**src/rtl/demux32_8_if.sv**
```systemverilog
// Word-in / byte-out handshake bundle for the 32-to-8 unpacker.
// The master side drives both the upstream word lane and the downstream ready.
interface demux32_8_if #(
  parameter int BYTE_W    = 8,
  parameter int NUM_BYTES = 4
);
  logic [BYTE_W*NUM_BYTES-1:0] data_in;
  logic                        valid_in;
  logic                        ready_out;
  logic [BYTE_W-1:0]           data_out;
  logic                        valid_out;
  logic                        ready_in;

  modport master (
    output data_in, valid_in, ready_in,
    input  ready_out, data_out, valid_out
  );

  modport slave (
    input  data_in, valid_in, ready_in,
    output ready_out, data_out, valid_out
  );
endinterface

```
**src/rtl/demux32_8.sv**
```systemverilog
// Unpacks words into bytes, MSB byte first, through a 2-word holding FIFO
// feeding a registered byte output stage; one byte per clock when unstalled.
module demux32_8 #(
  parameter int BYTE_W     = 8,
  parameter int NUM_BYTES  = 4,
  parameter int FIFO_DEPTH = 2
) (
  input  logic        clk_4f,
  input  logic        reset,
  demux32_8_if.slave  bus
);
  localparam int WORD_W = BYTE_W * NUM_BYTES;
  localparam int IDX_W  = $clog2(NUM_BYTES);
  localparam int PTR_W  = $clog2(FIFO_DEPTH);
  localparam int CNT_W  = $clog2(FIFO_DEPTH + 1);
  localparam logic [IDX_W-1:0] LAST_IDX = IDX_W'(NUM_BYTES - 1);
  localparam logic [PTR_W-1:0] LAST_PTR = PTR_W'(FIFO_DEPTH - 1);
  localparam logic [CNT_W-1:0] FULL_CNT = CNT_W'(FIFO_DEPTH);

  // Byte i of a word, counting from the most significant end.
  function automatic logic [BYTE_W-1:0] byte_sel(input logic [WORD_W-1:0] w,
                                                 input logic [IDX_W-1:0]  i);
    logic [WORD_W-1:0] sh;
    sh = w << (int'(i) * BYTE_W);
    return sh[WORD_W-1 -: BYTE_W];
  endfunction

  function automatic logic [PTR_W-1:0] ptr_inc(input logic [PTR_W-1:0] p);
    return (p == LAST_PTR) ? '0 : p + 1'b1;
  endfunction

  logic [WORD_W-1:0] mem_q [FIFO_DEPTH];
  logic [CNT_W-1:0]  count_q, count_d;
  logic [PTR_W-1:0]  rd_ptr_q, rd_ptr_d;
  logic [PTR_W-1:0]  wr_ptr_q, wr_ptr_d;
  logic [IDX_W-1:0]  idx_q, idx_d;
  logic [BYTE_W-1:0] data_out_q, data_out_d;
  logic              valid_out_q, valid_out_d;

  logic ready, push, adv, load, pop;

  // ready_out looks only at registered occupancy, so it never waits on ready_in.
  assign ready = !reset && (count_q != FULL_CNT);
  assign push  = bus.valid_in && ready;
  assign adv   = !valid_out_q || bus.ready_in;
  assign load  = adv && (count_q != '0);
  assign pop   = load && (idx_q == LAST_IDX);

  always_comb begin
    count_d     = count_q;
    rd_ptr_d    = rd_ptr_q;
    wr_ptr_d    = wr_ptr_q;
    idx_d       = idx_q;
    data_out_d  = data_out_q;
    valid_out_d = valid_out_q;

    if (adv) begin
      valid_out_d = load;
      if (load) begin
        data_out_d = byte_sel(mem_q[rd_ptr_q], idx_q);
        idx_d      = pop ? '0 : idx_q + 1'b1;
      end
    end

    if (push) wr_ptr_d = ptr_inc(wr_ptr_q);
    if (pop)  rd_ptr_d = ptr_inc(rd_ptr_q);

    case ({push, pop})
      2'b10:   count_d = count_q + 1'b1;
      2'b01:   count_d = count_q - 1'b1;
      default: count_d = count_q;
    endcase
  end

  always_ff @(posedge clk_4f or posedge reset) begin
    if (reset) begin
      count_q     <= '0;
      rd_ptr_q    <= '0;
      wr_ptr_q    <= '0;
      idx_q       <= '0;
      data_out_q  <= '0;
      valid_out_q <= 1'b0;
    end else begin
      count_q     <= count_d;
      rd_ptr_q    <= rd_ptr_d;
      wr_ptr_q    <= wr_ptr_d;
      idx_q       <= idx_d;
      data_out_q  <= data_out_d;
      valid_out_q <= valid_out_d;
    end
  end

  // Word storage needs no reset: occupancy is tracked by count_q.
  always_ff @(posedge clk_4f) begin
    if (push) mem_q[wr_ptr_q] <= bus.data_in;
  end

  assign bus.ready_out = ready;
  assign bus.data_out  = data_out_q;
  assign bus.valid_out = valid_out_q;
endmodule

```
**src/flat_wrapper.sv**
```systemverilog
// flat-port wrapper written by rule: the top's interface ports become plain ports
module demux32_8_flat 
#(
  parameter int BYTE_W     = 8,
  parameter int NUM_BYTES  = 4,
  parameter int FIFO_DEPTH = 2
)
  (clk_4f, reset, bus_data_in, bus_valid_in, bus_ready_in, bus_ready_out, bus_data_out, bus_valid_out);
  demux32_8_if #(.BYTE_W(BYTE_W), .NUM_BYTES(NUM_BYTES)) bus_i ();
  input  logic clk_4f;
  input  logic reset;
  input wire logic [$bits(bus_i.data_in)-1:0] bus_data_in;
  input wire logic [$bits(bus_i.valid_in)-1:0] bus_valid_in;
  input wire logic [$bits(bus_i.ready_in)-1:0] bus_ready_in;
  output wire logic [$bits(bus_i.ready_out)-1:0] bus_ready_out;
  output wire logic [$bits(bus_i.data_out)-1:0] bus_data_out;
  output wire logic [$bits(bus_i.valid_out)-1:0] bus_valid_out;
  assign bus_i.data_in = bus_data_in;
  assign bus_i.valid_in = bus_valid_in;
  assign bus_i.ready_in = bus_ready_in;
  assign bus_ready_out = bus_i.ready_out;
  assign bus_data_out = bus_i.data_out;
  assign bus_valid_out = bus_i.valid_out;
  demux32_8 #(.BYTE_W(BYTE_W), .NUM_BYTES(NUM_BYTES), .FIFO_DEPTH(FIFO_DEPTH)) u_core (.clk_4f(clk_4f), .reset(reset), .bus(bus_i));
endmodule
```
**config.mk**
```make
export PLATFORM = sky130hd
export DESIGN_NAME = demux32_8_flat
export DESIGN_NICKNAME = d
export VERILOG_FILES = /design/src/rtl/demux32_8_if.sv /design/src/rtl/demux32_8.sv /design/src/flat_wrapper.sv
export SDC_FILE = /design/constraint.sdc
export NUM_CORES = 1
export LEC_CHECK = 0
export ABC_AREA = 1
export CAP_MARGIN = 15
export CORE_ASPECT_RATIO = 1.5
export CORE_MARGIN = 2
export CORE_UTILIZATION = 58
export DETAILED_ROUTE_END_ITERATION = 12
export PLACE_DENSITY = 0.84
export SKIP_LAST_GASP = 1
export SLEW_MARGIN = 40
export SYNTH_ARGS = -nofsm -noshare
export SYNTH_HDL_FRONTEND = slang
export SYNTH_SLANG_ARGS = --single-unit
```
**constraint.sdc**
```tcl
create_clock -name clk_4f -period 7.36 [get_ports clk_4f]
set_input_delay 1.472 -clock clk_4f [delete_from_list [all_inputs] [get_ports clk_4f]]
set_output_delay 1.472 -clock clk_4f [all_outputs]
set_load 0.02 [all_outputs]
```
==> out/qor.yml <==
run_status:
  outcome: "finished, final reports clean"
floorplan:
  die_x_um: 66.5
  num_rows: 34
  core_um2: 5740
  io_pins: 46
  die-area_um2: 6490
  die_y_um: 97.7
  initial_core_util: 0.591
synthesis:
  avgSynthCellArea_um2: 10.8
  ys_async_sr_fraction: 0.190
  synth_cell_types: 22
  synth_edf_count: 64
  syn_inst: 314
  syn_area_um2: 3390
  synth_ff_type: "edfxtp_1"
  yosysTopAreaCell: "edfxtp_1"
  ys_ff_latch: 79
  ys_warn_count: 0
  ys_seq_area_frac: 0.677
  netlist.area_leader.share: 0.566
  syn_nets: 352
  synth.area.top_cells: "edfxtp_1 57%, dfrtp_1 11%, nand2_1 10%"
drt:
  via_count: 2228
  drt_iter0_markers: 135
  wl_per_cell_um: 13.9
  wl_mm: 6.07
  dr.pass1.iters: 4
  via_per_inst: 5.11
  final_antenna_net_count: 0
  drcViolationCount: 0
global_route:
  grt_use_met3: 0.0556
  track_usage: 0.215
  grt-busiest-layer: "met2"
  grt_max_degree: 35
  grt_pass1_vias: 2299
  met1_usage: 0.254
  antenna_found_initial: 0
  grt_pass1_wl_mm: 10.3
  use_met2: 0.358
  grt_overflow: 0
setup_path:
  arrival_ns: 2.69
  reg2reg_to: "u_core.count_q[1]"
  crit_required_ns: 5.89
  end_kind: "primary output"
  path_class: "in2out"
  worstRegToRegCells: 7
  worstSetupStartpointType: "primary input"
  rrSetupSlack_ns: 5.29
  reg2reg_from: "u_core.idx_q[0]"
  crit_fanout: 2
timing:
  rsz0062_at_grt: "no"
  fin_setup_tns_ns: 0
  clock_skew_ns: 0.00913
  finalCritPeriodShare: 0.566
  finalHoldViolations: 0
  period_minus_slack_ns: 4.16
  max_freq_mhz: 240
  final_max_slew_viol_count: 0
  worst_pin_slew_ns: 0.740
  slew_headroom: 0.507
  final-setup-viol-count: 0
finish:
  fin_nets: 397
  fin_cells: 436
  num_antenna_cells: 0
  layout-drive-gt1-share: 0.0852
  syn_to_final_growth_pct: 19.8
worst_hold_path:
  worstHoldStart: "u_core.bus.data_out[5]"
  worstHoldPathCells: 2
  hold_path.class: "reg2reg"
  min_to: "u_core.bus.data_out[5]"
placement:
  dp_hpwl_mm: 4.01
  numPortBuffers: 45
  place.gp.congestion: 0.801
  dp.cells: 420
clocking:
  clk_latency_ns: 0.34
  clock_sinks: 79
  postCtsSetupBuffers: 0
  cts_tree: "done"
  clockRootBuffer: "clkbuf_8"
  ctsHtreeMaxLevel: 3
  numCtsBuffers: 9
  clockBufferDepth: 2
  ctsHoldBuffers: 0
  cts_resized: 0
  clk_pin_slew_ns: 0.07
power_and_ir_drop:
  leakagePower_nw: 1.76
  irDropWorstVdd_uv: 234
  p_per_area_nw_per_um2: 369
job:
  drv_cap: 0
==> kinds of logic after synthesis <==
logic type | count (synthesis) | synth area share
compound gates | 7 | 0.0125
flops | 79 | 0.677
simple gates | 151 | 0.192
buf+inv | 71 | 0.101
xor+xnor | 4 | 0.0103
fa+ha+maj | 2 | 0.00737
==> state kept, by name, indices dropped and copies added (netlist names) <==
register	flops
u_core.count_q	2
u_core.idx_q	2
u_core.bus.data_out	8
u_core.rd_ptr_q	1
u_core.mem_q	64
u_core.bus.valid_out	1
u_core.wr_ptr_q	1
==> critical path: stages <==
cell and delay (ns):
clkdlybuf4s50_1 0.44, a21oi_2 0.16, clkdlybuf4s50_1 0.62
==> cell usage in the layout, fill, tap and decap left out <==
| cell | instances |
|---|---|
| a21oi_1 | 1 |
| a21oi_2 | 1 |
| buf_4 | 2 |
| bufinv_16 | 2 |
| clkbuf_1 | 1 |
| clkbuf_8 | 12 |
| clkdlybuf4s50_1 | 45 |
| clkinv_1 | 2 |
| dfrtp_1 | 14 |
| dfrtp_2 | 1 |
| edfxtp_1 | 64 |
| ha_1 | 2 |
| inv_1 | 55 |
| inv_2 | 1 |
| inv_4 | 1 |
| nand2_1 | 93 |
| nand2_2 | 7 |
| nand3_1 | 48 |
| nor2_2 | 2 |
| nor2_4 | 1 |
| o21ai_0 | 4 |
| o21ai_2 | 1 |
| xnor2_1 | 2 |
| xor2_1 | 2 |
==> area by class of cell <==
type                       instances  area, um^2
sequential                        79        2300
fill                             409        1680
multi-input combinational        164         759
timing repair buffer              47         465
inverter                          58         220
clock buffer                      13         169
tap                               72        90.1
clock inverter                     3        63.8
==> stage by stage <==
step	worst slack (ns)	total power, mW	hold slack [ns]	util	area [um^2]
after floorplan	3.70	1.04	0.507	-	3390
after global placement	3.23	1.13	0.464	0.667	3830
after detailed placement	3.19	1.15	0.470	0.668	3830
after CTS	3.18	1.51	0.489	0.708	4070
after global routing	3.14	1.60	0.513	0.708	4070
final	3.20	1.50	0.483	0.708	4070
==> worst max path at each step <==
| stage | from | slack [ns] | to |
|---|---|---|---|
| floorplan | reset | 3.70 | u_core.mem_q[0][0] |
| finish | reset | 3.20 | bus_ready_out |
| CTS | reset | 3.18 | bus_ready_out |
| detailed placement | reset | 3.19 | bus_ready_out |
| global route | reset | 3.14 | bus_ready_out |
| global placement | reset | 3.23 | bus_ready_out |
==> cells in the mapped netlist (2+ instances only) <==
cell type	instances
nand2_1	93
inv_1	55
xor2_1	2
edfxtp_1	64
buf_4	4
buf_6	6
dfrtp_1	15
nand2_2	7
xnor2_1	2
nand3_1	48
o21ai_0	4
ha_1	2
nor2_1	2
buf_2	2
==> routing by layer <==
layer | vias up | share of wire
met2 | 89 | 0.54
met4 | 0 | 0.018
li1 | 1092 | -
met1 | 1039 | 0.37
met5 | - | 0
met3 | 8 | 0.073
==> power by group <==
part	leakage (nW)	switching (mW)	total, mW	internal, mW
Sequential	0.762	0.0905	0.669	0.578
Combinational	0.885	0.289	0.474	0.185
Clock	0.117	0.141	0.359	0.218
(Power assumes the default switching activity.)
